## src/rtl/gray_bnry_decoder.sv

```systemverilog
// Registered Gray-to-binary decoder with valid/ready handshake and a sticky
// adjacency checker. It flags any accepted code whose distance from the previous
// accepted code is not a single bit.
module gray_bnry_decoder #(
   parameter int unsigned SIZE      = 4,
   parameter bit          ALLOW_REP = 1'b1
) (
   input  logic            clk,
   input  logic            rst_n,
   input  logic            in_valid,
   output logic            in_ready,
   input  logic [SIZE-1:0] gray_in,
   output logic            out_valid,
   input  logic            out_ready,
   output logic [SIZE-1:0] bin_out,
   output logic            step_err,
   input  logic            err_clr
);

   localparam int unsigned CNT_W = $clog2(SIZE + 1);

   logic [SIZE-1:0]  bin_c;
   logic [SIZE-1:0]  diff_c;
   logic [CNT_W-1:0] dist_c;
   logic             illegal_c;
   logic             accept_c;
   logic             deliver_c;
   logic [SIZE-1:0]  prev;
   logic             first;

   // Single-entry pipe: free when empty or when the held word leaves this cycle.
   // Reads 1 during reset because out_valid is cleared there.
   assign in_ready  = !out_valid | out_ready;
   assign accept_c  = in_valid & in_ready;
   assign deliver_c = out_valid & out_ready;

   // Prefix XOR from the MSB down: bit i is the parity of gray_in[SIZE-1:i].
   always_comb begin
      bin_c = '0;
      for (int i = 0; i < int'(SIZE); i++) begin
         bin_c[i] = ^(gray_in >> i);
      end
   end

   // Hamming distance to the previous accepted code and the legality decision.
   always_comb begin
      diff_c = gray_in ^ prev;
      dist_c = '0;
      for (int i = 0; i < int'(SIZE); i++) begin
         dist_c = dist_c + CNT_W'(diff_c[i]);
      end
      illegal_c = 1'b0;
      if (!first) begin
         if (dist_c > CNT_W'(1)) begin
            illegal_c = 1'b1;
         end else if ((dist_c == '0) && (ALLOW_REP == 1'b0)) begin
            illegal_c = 1'b1;
         end
      end
   end

   // Output register: load on accept, drain on delivery without a new accept.
   always_ff @(posedge clk or negedge rst_n) begin
      if (!rst_n) begin
         out_valid <= 1'b0;
         bin_out   <= '0;
      end else if (accept_c) begin
         out_valid <= 1'b1;
         bin_out   <= bin_c;
      end else if (deliver_c) begin
         out_valid <= 1'b0;
      end
   end

   // Previous-code tracking; the first accept after reset is never checked.
   always_ff @(posedge clk or negedge rst_n) begin
      if (!rst_n) begin
         prev  <= '0;
         first <= 1'b1;
      end else if (accept_c) begin
         prev  <= gray_in;
         first <= 1'b0;
      end
   end

   // Sticky step error; a set on the same edge as a clear takes priority.
   always_ff @(posedge clk or negedge rst_n) begin
      if (!rst_n) begin
         step_err <= 1'b0;
      end else if (accept_c && illegal_c) begin
         step_err <= 1'b1;
      end else if (err_clr) begin
         step_err <= 1'b0;
      end
   end

endmodule

```

## config.mk

```make
export PLATFORM = sky130hd
export DESIGN_NAME = gray_bnry_decoder
export DESIGN_NICKNAME = d
export VERILOG_FILES = /design/src/rtl/gray_bnry_decoder.sv
export SDC_FILE = /design/constraint.sdc
export NUM_CORES = 1
export LEC_CHECK = 0
export CORE_AREA = 3 3 40 42
export CTS_BUF_LIST = sky130_fd_sc_hd__clkbuf_2 sky130_fd_sc_hd__clkbuf_4 sky130_fd_sc_hd__clkbuf_8
export CTS_CLUSTER_DIAMETER = 80
export DETAILED_ROUTE_END_ITERATION = 8
export DIE_AREA = 0 0 43 45
export GPL_ROUTABILITY_DRIVEN = 0
export PLACE_DENSITY = 0.77
export SYNTH_ARGS = -nofsm -noshare
export SYNTH_HDL_FRONTEND = slang
export SYNTH_SLANG_ARGS = --single-unit
```

## constraint.sdc

```tcl
create_clock -name clk -period 4.08 [get_ports clk]
set_clock_uncertainty 0.2 [all_clocks]
set_input_delay 0.816 -clock clk [delete_from_list [all_inputs] [get_ports clk]]
set_output_delay 0.816 -clock clk [all_outputs]
set_load 0.01 [all_outputs]
```

* Word-level counts from Yosys, hierarchy flattened
Index checks and enable logic that the tools add are counted.
** Word-level totals
- Register bits :: 11
- Bits of input ports :: 9
- Logic and storage cells :: 27
** Cells by class
- Bitwise operators :: 4
- Add/subtract/negate cells :: 3
- Reduce and logical (&&, ||, !) cells :: 8
- Mux-type cells :: 6
- $lt $le $gt $ge :: 1
** Operators with widths (count)
- 4-bit XOR reduction :: 4
- 1-bit 2-to-1 mux :: 6
- 2-bit nonzero test :: 2
- 4-bit bitwise XOR :: 1
- 2-bit by 1-bit adder with 3-bit output :: 1
- 3-bit by 1-bit adder with 3-bit output :: 1
- 3-bit by 1-bit greater-than comparator with 1-bit output, second input constant :: 1
- 1-bit by 1-bit adder with 2-bit output :: 1
- 1-bit bitwise AND :: 2
- 1-bit logical AND :: 1
- 1-bit logical NOT :: 1
- 1-bit OR :: 1

* Depth between registers and ports, before layout
Gate-level depths: netlist (run 1).
- Depth after elaboration :: 9
- Mapped depth :: 4

* Worst setup path before layout (run 1)
Ideal clock, no wire load.
- Path kind :: input-to-reg
- Start :: input gray_in[1]
- End :: register step_err
- Arrival time :: 1788 ps
- Slack :: 1991 ps
- Setup time :: 101 ps
- Path buffers :: 0
- Cell stages on the path :: 4
- Cells stage by stage :: xnor2_1 -> fa_1 -> o21a_1 -> o32ai_1
** Between the ends
- Cells in the longest elaborated chain, start to end :: 9
- Elaborated cells on any way between the ends :: 10
** RTL lines
- start, declared :: RTL line 12 : input logic [SIZE-1:0] gray_in,
- 4-bit bitwise XOR * :: RTL line 47 : diff_c = gray_in ^ prev;
- 1-bit by 1-bit adder with 2-bit output * :: RTL line 50 : dist_c = dist_c + CNT_W'(diff_c[i]);
- 2-bit by 1-bit adder with 3-bit output * :: RTL line 50
- 3-bit by 1-bit adder with 3-bit output * :: RTL line 50
- 3-bit by 1-bit greater-than comparator with 1-bit output * :: RTL line 54 : if (dist_c > CNT_W'(1)) begin
- 1-bit 2-to-1 mux * :: RTL line 54
- 1-bit 2-to-1 mux * :: RTL line 53 : if (!first) begin
- 1-bit logical AND * :: RTL line 90 : end else if (accept_c && illegal_c) begin
- 1-bit 2-to-1 mux or 2-bit nonzero test (tied branches)
- end signal, assigned :: RTL line 89 : step_err <= 1'b0;
- end signal, assigned :: RTL line 91 : step_err <= 1'b1;
- end signal, assigned :: RTL line 93 : step_err <= 1'b0;
- end, declared :: RTL line 16 : output logic step_err,
Every way passes the cells marked *; elsewhere a longest branch is shown, timed or not.
A chain may end at the register's enable or synchronous reset.

* Final worst setup path (run 1)
- Start :: input out_ready
- End :: output in_ready
** Between the ends
- Cells in the longest elaborated chain, start to end :: 1
** RTL lines
- start, declared :: RTL line 14 : input logic out_ready,
- 1-bit OR :: RTL line 33 : assign in_ready = !out_valid | out_ready;
- end, declared :: RTL line 11 : output logic in_ready,
No other way between the ends.

==> impl_metrics.tcl, run 1 <==
set metrics [dict create \
    synthesis.nets 44 \
    rsz0062_at_grt "no" \
    worst_slack_ps 1040 \
    netlist_instances 34 \
    drv_cap 0 \
    critical_path_required_ps 3060 \
    die_area_um2 1940 \
    die_y_um 45 \
    seq_area_frac_synth 0.518 \
    drive_above_1_share 0.231 \
    area_growth_pct 39.4 \
    crit_path_start_kind "primary input" \
    fin_crit_ps 3040 \
    ys.warnings.count 0 \
    hpwl_um 624 \
    top_usage_layer "met1" \
    slowest_stage "clkdlybuf4s50_1" \
    cp_max_fo 5 \
    endpoint_kind "output pin" \
    globalRouteTotalUtil 0.0908 \
    grt_pass1_vias 307 \
    critPathMostFrequentCell "clkdlybuf4s50_1" \
    wl_per_cell_um 12.2 \
    num_antenna_cells 0 \
    max_freq_ghz 0.329 \
    cts.reportedPaths.clkPinSlew_ps 60 \
    use_met3 0.0239 \
    antenna_found_initial 0 \
    drc 0 \
    use_met1 0.128 \
    drt_iter0_drc 2 \
    p_per_area_nw_per_um2 425 \
    vias 301 \
    grtUsageMet2 0.126 \
    vias_per_cell 4.49 \
    nets 63 \
    leakage_nw 0.279 \
    tightest_slew_ps 424 \
    timing.final.crit_share 0.744 \
    initial_core_util 0.378 \
    async_flop_share 1.00 \
    gr-total-overflow 0 \
    fp-row-count 13 \
    cp.arrival_ps 2020 \
    worstSetupPathType "primary input to output pin" \
    status "completed" \
    tns_ps 0 \
    port_buffers 15 \
    ctsHoldBuffers 0 \
    hold_violations 0 \
    cts_tree "done" \
    grt_max_degree 11 \
    coreArea_um2 1280 \
    die_x_um 43 \
    place_ws_ps 1030 \
    ys_seq_elements 10 \
    cp_cell_sequence "clkdlybuf4s50_1 -> nand2b_1 -> clkdlybuf4s50_1" \
    ys_types 18 \
    clock-sinks 10 \
    ctsResizeCount 0 \
    ioPinCount 16 \
    cpPeakStageDelay_ps 570 \
    cts_max_path_buffers 2 \
    cts_root_buffer "clkbuf_4" \
    synth_edf_count 0 \
    ir_drop_uv 222 \
    first_pass_iters 2 \
    cts_buffers 3 \
    syn_area_per_cell_um2 14.3 \
    hold_path.class "register to register" \
    finalWirelength_um 818 \
    cts_setup_buffers 0 \
    ant_nets 0 \
    htreeDepth 1 \
    report.final.slew_viol_count 0 \
    slew_headroom 0.716 \
    synth_area_um2 485 \
    setup_violations 0 \
    grt_pass1_wl_mm 1.26 \
    post-route-util 0.527 \
    clock_latency_ps 270 \
    synth_ff_type "dfrtp_1" \
]
## cell usage after synthesis, types with 2 or more instances
cell,number,area share
dfrtp_1,9,0.46
nand2b_1,2,0.026
xnor2_1,4,0.072
mux2_2,5,0.12
## placed cells by master, fill, tap and decap left out, drive strengths merged
cell / synthesis / layout
clkdlybuf4s50: 0 / 15
dfrtp: 9 / 9
mux2: 6 / 6
xnor2: 4 / 4
clkbuf: 0 / 4
nand2b: 2 / 2
xor2: 2 / 2
nand2: 1 / 1
and2: 1 / 1
xnor3: 1 / 1
a21oi: 1 / 1
a31oi: 1 / 1
o21a: 1 / 1
inv: 1 / 1
o32ai: 1 / 1
fa: 1 / 1
dfstp: 1 / 1
## layer usage
metal | share of wire | vias to the layer above
met5 | 0 | -
met4 | 0.0098 | 0
met3 | 0.064 | 2
met2 | 0.45 | 12
met1 | 0.48 | 135
li1 | - | 152
## logic make-up (layout without fill, tap and decap cells)
logic type | Yosys count | count (layout) | share of synthesized area
AO/OA/AOI/OAI | 4 | 4 | 0.0567
XOR/XNOR | 7 | 7 | 0.170
adder cells (fa/ha/maj) | 1 | 1 | 0.0412
buffers and inverters | 2 | 20 | 0.0232
flip-flops | 10 | 10 | 0.518
multiplexers | 6 | 6 | 0.139
AND/OR/NAND/NOR | 4 | 4 | 0.0516
## cell type report
| class | instances | area (um2) |
|---|---|---|
| flip-flops and latches | 10 | 251 |
| well taps | 15 | 18.8 |
| multi-input cells | 22 | 223 |
| clock buffers | 4 | 30.0 |
| inverters | 1 | 3.75 |
| repair buffers | 15 | 150 |
| fillers | 115 | 608 |
## final timing paths
path                           start        to  slack, ps  depth (start not counted)
setup / recovery           out_ready  in_ready       1040                          3
hold / removal                 first     first        290                          1
setup reg to reg             prev[0]  step_err       2330                          4
hold reg to reg                first     first        290                          1
max in group asynchronous      rst_n     first       2690                          1
min in group asynchronous      rst_n   prev[0]        650                          1
## flip-flops by register name, summed over array words and instances (netlist names)
name / count
bin_out: 3
first: 1
out_valid: 1
prev: 4
step_err: 1
## worst max-delay path, delay by kind of cell
kind	cells	cell delay, ps
buffers and inverters	2	1010
and+or+nand+nor	1	190
## stage by stage
stage,power [mW],instances,cell area [um2],hold slack [ps]
after floorplan,0.171,34,485,273
after global placement,0.210,63,647,282
after detailed placement,0.212,63,647,285
after CTS,0.290,67,677,297
after global routing,0.304,67,677,299
final,0.287,67,677,293
## where the power goes
part | switching (mW) | internal, mW | total, mW | leakage, nW
registers | 0.00932 | 0.115 | 0.124 | 0.115
clock network | 0.0346 | 0.0444 | 0.0789 | 0.0184
logic | 0.0319 | 0.0523 | 0.0842 | 0.146
total | 0.0758 | 0.212 | 0.287 | 0.279
(Power assumes the default switching activity.)
==> inputs of run 2 (changes only) <==
clock period = 2.85 ns   (was 4.08 ns; I/O delays follow)
==> results of run 2 <==
Same layout as run 1 (identical final DEF). Status: completed.
Among the figures that moved: setup slack after placement 1030 ps -> 292 ps; setup slack after layout 1040 ps -> 305 ps; register-to-register setup slack 2330 ps -> 1100 ps; total power 0.287 mW -> 0.411 mW; worst IR drop on VDD 222 uV -> 317 uV
